`src/rtl/logic_event_counter.sv`:
```
`default_nettype none
// +--------------------------------------------------------------------------+
// | logic_event_counter: rising-edge counter over WINDOW enabled cycles with  |
// | a one-entry valid/ready report slot and sticky drop flag.                 |
// | Revision: 1.0                                                              |
// +--------------------------------------------------------------------------+

module logic_event_counter #(
  parameter int CNT_W  = 8,
  parameter int WINDOW = 16
) (
  input  logic             clk,
  input  logic             rst_n,
  input  logic             in_bit,
  input  logic             enable,
  input  logic             clr,
  output logic [CNT_W-1:0] cnt_data,
  output logic             cnt_sat,
  output logic             cnt_valid,
  input  logic             cnt_ready,
  output logic             overflow
);

  localparam int                 c_win_w    = $clog2(WINDOW);
  localparam logic [c_win_w-1:0] c_win_last = c_win_w'(WINDOW - 1);
  localparam logic [CNT_W-1:0]   c_acc_max  = '1;

  logic               r_prev;
  logic [CNT_W-1:0]   r_acc;
  logic               r_sat;
  logic [c_win_w-1:0] r_win;

  logic               w_edge;
  logic [CNT_W-1:0]   w_acc_next;
  logic               w_sat_next;
  logic               w_win_last;
  logic               w_win_end;
  logic               w_xfer;
  logic               w_load;
  logic               w_drop;

  // prev_bit resets high so a level already high out of reset is not an edge
  always_ff @(posedge clk or negedge rst_n) begin
    if (!rst_n) begin
      r_prev <= 1'b1;
    end else begin
      r_prev <= in_bit;
    end
  end

  assign w_edge     = in_bit & ~r_prev;
  assign w_acc_next = (w_edge && (r_acc != c_acc_max)) ? r_acc + CNT_W'(1) : r_acc;
  assign w_sat_next = r_sat | (w_edge & (w_acc_next == c_acc_max));

  assign w_win_last = (r_win == c_win_last);
  assign w_win_end  = enable & ~clr & w_win_last;
  assign w_xfer     = cnt_valid & cnt_ready;
  assign w_load     = w_win_end & (~cnt_valid | cnt_ready);
  assign w_drop     = w_win_end & cnt_valid & ~cnt_ready;

  always_ff @(posedge clk or negedge rst_n) begin
    if (!rst_n) begin
      r_acc    <= '0;
      r_sat    <= 1'b0;
      r_win    <= '0;
      overflow <= 1'b0;
    end else if (clr) begin
      r_acc    <= '0;
      r_sat    <= 1'b0;
      r_win    <= '0;
      overflow <= 1'b0;
    end else if (enable) begin
      if (w_win_last) begin
        r_acc <= '0;
        r_sat <= 1'b0;
        r_win <= '0;
      end else begin
        r_acc <= w_acc_next;
        r_sat <= w_sat_next;
        r_win <= r_win + c_win_w'(1);
      end
      if (w_drop) begin
        overflow <= 1'b1;
      end
    end
  end

  // Refill takes priority over drain so a full slot can hand off and reload
  always_ff @(posedge clk or negedge rst_n) begin
    if (!rst_n) begin
      cnt_data  <= '0;
      cnt_sat   <= 1'b0;
      cnt_valid <= 1'b0;
    end else if (w_load) begin
      cnt_data  <= w_acc_next;
      cnt_sat   <= w_sat_next;
      cnt_valid <= 1'b1;
    end else if (w_xfer) begin
      cnt_valid <= 1'b0;
    end
  end

endmodule

`default_nettype wire

```
`config.mk`:
```
export PLATFORM = sky130hd
export DESIGN_NAME = logic_event_counter
export DESIGN_NICKNAME = d
export VERILOG_FILES = /design/src/rtl/logic_event_counter.sv
export SDC_FILE = /design/constraint.sdc
export NUM_CORES = 1
export LEC_CHECK = 0
export BUFFER_PORTS_ARGS = -buffer_cell sky130_fd_sc_hd__buf_2
export CORE_MARGIN = 4
export CORE_UTILIZATION = 35
export CTS_BUF_LIST = sky130_fd_sc_hd__clkbuf_16
export DETAILED_ROUTE_END_ITERATION = 7
export MAX_ROUTING_LAYER = met4
export RECOVER_POWER = 100
export SLEW_MARGIN = 20
export SYNTH_ARGS = -nofsm -noshare
export SYNTH_HDL_FRONTEND = slang
export SYNTH_SLANG_ARGS = --single-unit
```
`constraint.sdc`:
```
create_clock -name clk -period 2.43 [get_ports clk]
set_input_delay 0.486 -clock clk [delete_from_list [all_inputs] [get_ports clk]]
set_output_delay 0.486 -clock clk [all_outputs]
set_load 0.01 [all_outputs]
```
==> impl_metrics.ini <==
[power_and_ir_drop]
swShare_pct = 21.47
seq_power_share_pct = 51.0
internal-power_uw = 659.2
p_clk_share_pct = 43.5
leakage_uw = 0.0006490
ir_drop_mv = 0.2517
p_per_area_nw_per_um2 = 540.2
pwr-share-comb_pct = 5.5
p_switching_uw = 180.2

[placement]
pre_cts_slack_ns = 0.4333
place_hpwl_um = 2094
gp_congestion = 0.9009
portBuffers = 16

[cells_and_area]
layout-drive-gt1-share_pct = 8.805
regArea_um2 = 626.9
fill_cells = 389
final_nets = 168
antenna_cells = 0
area_growth_pct = 11.49
multi_input_area_um2 = 700.7

[clock_network]
cts.sinks = 25
clk_pin_slew_ns = 0.06
cts_root_buffer = clkbuf_16
cts_resized = 0
clockBufferDepth = 2
hold_buffers = 0
cts_tree = yes
htreeDepth = 1
post_cts_buffers = 0
cts_buffers = 3
clock_latency_ns = 0.26

[timing]
worst_pin_slew_ns = 1.358
rsz0062_at_grt = no
drv_slew = 0
hold_viol = 0
slew-limit-headroom_pct = 9.440
skew_ns = 0.001868
setup_viol = 0
max_freq_ghz = 0.4740
fin_ws_ns = 0.3201
timing.setup.tns_ns = 0
fin_hold_ws_ns = 0.3532
fin_crit_ns = 2.110
timing.final.crit_share_pct = 86.83

[global_routing]
grt_util_met3_pct = 2.557
met1_usage_pct = 15.35
use_met2_pct = 21.32
gr-total-overflow = 0
antenna_found_initial = 0
grt_first_pass_wirelength_um = 5168
grt_max_degree = 26
grt_use_total_pct = 12.87
grt_pass1_vias = 1141
busiest_layer = met2

[yosys]
syn_inst = 145
synth_area_per_cell_um2 = 9.613
syn-num-nets = 153
ys_async_sr_fraction_pct = 100.0
synthMuxAreaShare_pct = 2.154
synth_top_family_by_area = simple AND/OR/NAND/NOR gates
synthXorXnorAreaFrac_pct = 2.513
synth-edff-count = 0
synth-seq-area-share_pct = 44.97
synth-main-ff-cell = dfrtp_1
yosys.area_share.simple_pct = 24.51
syn-cell-area_um2 = 1394
ys_warn_count = 0
synthDistinctLibCells = 47
synthAdderAreaFrac_pct = 1.795
synth_compound_area_share_pct = 20.20
synth_seq_cells = 25

[hold_path]
hold_start = in_bit
hp-class = primary input to flip-flop
min_path_cells = 1
hold-path-endpoint = r_prev

[route]
route.detailed.drc = 0
drt_iter0_markers = 56
wl_per_cell_um = 13.85
drtAntennaViolNets = 0
vias_per_cell = 5.546
drtPass1Iterations = 4
vias = 1148
totalWireLength_um = 2867

[floorplan]
die-area_um2 = 5056
die_h_um = 71.11
core_um2 = 3744
initial_core_util_pct = 37.23
dieWidth_um = 71.11
ios = 17
rows = 22

[setup_path]
worst_r2r_endpoint = r_sat
cp.arrival_ns = 2.26
worstReg2RegStart = r_acc[0]
worstRegToRegCells = 5
required_ns = 2.58
path_class = flip-flop to flip-flop
max_stage_delay_ns = 0.50
rrSetupSlack_ns = 0.32
path_max_fanout = 9
critPathSlowestCell = dfrtp_1
cp_cell_sequence = ha_1 > nand3_1 > o21a_4 > o22a_1 > o41ai_1
cp-end-kind = flip-flop
cp-start-kind = flip-flop

[status]
outcome = complete, no violations

[job]
drv_cap = 0
layout make-up:
cell class	instances	area share (%)
clock buffer	3	4.831
clock inverter	1	0.3221
inverter	3	0.7246
multi-input combinational	109	45.09
sequential	25	40.34
tap	48	3.865
timing repair buffer	18	4.831
stage by stage:
step / total power [uW] / util [%] / instance area (um2) / instances
after floorplan: 464.3 / - / 1394 / 145
after global placement: 482.4 / 40.24 / 1506 / 203
after detailed placement: 483.5 / 40.24 / 1506 / 203
after CTS: 856.1 / 42.38 / 1587 / 207
after global routing: 884.7 / 41.51 / 1554 / 207
final: 839.4 / 41.51 / 1554 / 207
sequential cells by signal (all words and copies together) (netlist names):
signal / count
cnt_valid: 1
cnt_sat: 1
cnt_data: 8
r_prev: 1
r_acc: 8
r_sat: 1
overflow: 1
r_win: 4
cells in the mapped netlist (2+ instances only):
| library cell | count | area share [%] |
|---|---|---|
| dfrtp_1 | 24 | 43 |
| nand2_1 | 14 | 3.8 |
| nor2_1 | 13 | 3.5 |
| a21oi_1 | 11 | 3.9 |
| o21ai_0 | 11 | 3.9 |
| buf_2 | 4 | 1.4 |
| nand2b_1 | 4 | 1.8 |
| inv_1 | 3 | 0.81 |
| mux2i_1 | 3 | 2.2 |
| nand3_1 | 3 | 1.1 |
| nor3_1 | 3 | 1.1 |
| a21o_1 | 2 | 1.1 |
| a31oi_1 | 2 | 0.90 |
| and2_1 | 2 | 0.90 |
| and3_1 | 2 | 0.90 |
| buf_4 | 2 | 1.1 |
| clkbuf_1 | 2 | 0.54 |
| ha_1 | 2 | 1.8 |
| nand3b_1 | 2 | 1.1 |
| nand4_1 | 2 | 0.90 |
| o2111ai_1 | 2 | 1.3 |
| o211ai_1 | 2 | 1.1 |
| o22ai_1 | 2 | 0.90 |
| o41ai_2 | 2 | 2.3 |
| or3_1 | 2 | 0.90 |
| xnor2_1 | 2 | 1.3 |
| xor2_1 | 2 | 1.3 |
cells in the final DEF (no fill, tap or decap), drive strengths merged, types with 2 or more instances in the layout:
cell	Yosys	layout
nor4b	2	2
nand3b	2	2
o211ai	2	2
buf	6	4
o22ai	2	2
inv	3	3
and3	2	2
o21ai	11	11
mux2i	3	3
nand2b	4	4
a21o	2	2
o2111ai	2	2
dfrtp	24	24
ha	2	2
a21oi	11	11
and2	2	2
o41ai	2	2
or3	2	2
clkbuf	2	17
nand4	3	3
nor2	13	13
nand2	15	15
xnor2	2	2
a31oi	2	2
nand3	4	4
xor2	2	2
nor3	3	3
metal layers:
layer  vias to the layer above  routed length, um
met5                         -                  0
met4                         0                 59
li1                        556                  -
met1                       561               1302
met3                         7                101
met2                        24               1404
cell families (layout without fill, tap and decap cells):
family,count (synthesis),in the layout
buf+inv,11,25
fa+ha+maj,2,2
flops,25,25
mux,3,3
xor+xnor,4,4
simple gates,59,59
compound gates,41,41
worst max path at each step:
stage,startpoint,to,slack (ns),cells past startpoint
2_1_floorplan,r_acc[1],cnt_sat,0.72,5
3_3_place_gp,r_acc[0],cnt_sat,0.54,5
3_5_place_dp,r_acc[0],cnt_sat,0.43,5
4_1_cts,r_acc[0],cnt_sat,0.44,5
5_1_grt,r_acc[0],r_sat,0.17,5
6_report,r_acc[0],r_sat,0.32,5
power groups by stage:
stage / Sequential, uW / Combinational, uW / Clock (uW)
after floorplan: 433 / 31.4 / 0
after global placement: 435 / 47.4 / 0
after detailed placement: 435 / 48.1 / 0
after CTS: 427 / 48.4 / 380
after global routing: 428 / 53.7 / 403
final: 428 / 46.1 / 365
worst max-delay path: cells and delay by family, from the launching register on:
| family | cells | cell delay, ns |
|---|---|---|
| AO/OA/AOI/OAI | 3 | 0.87 |
| flip-flops | 1 | 0.50 |
| adder cells (fa/ha/maj) | 1 | 0.35 |
| AND/OR/NAND/NOR | 1 | 0.29 |
Power figures use the tool's default switching activity.
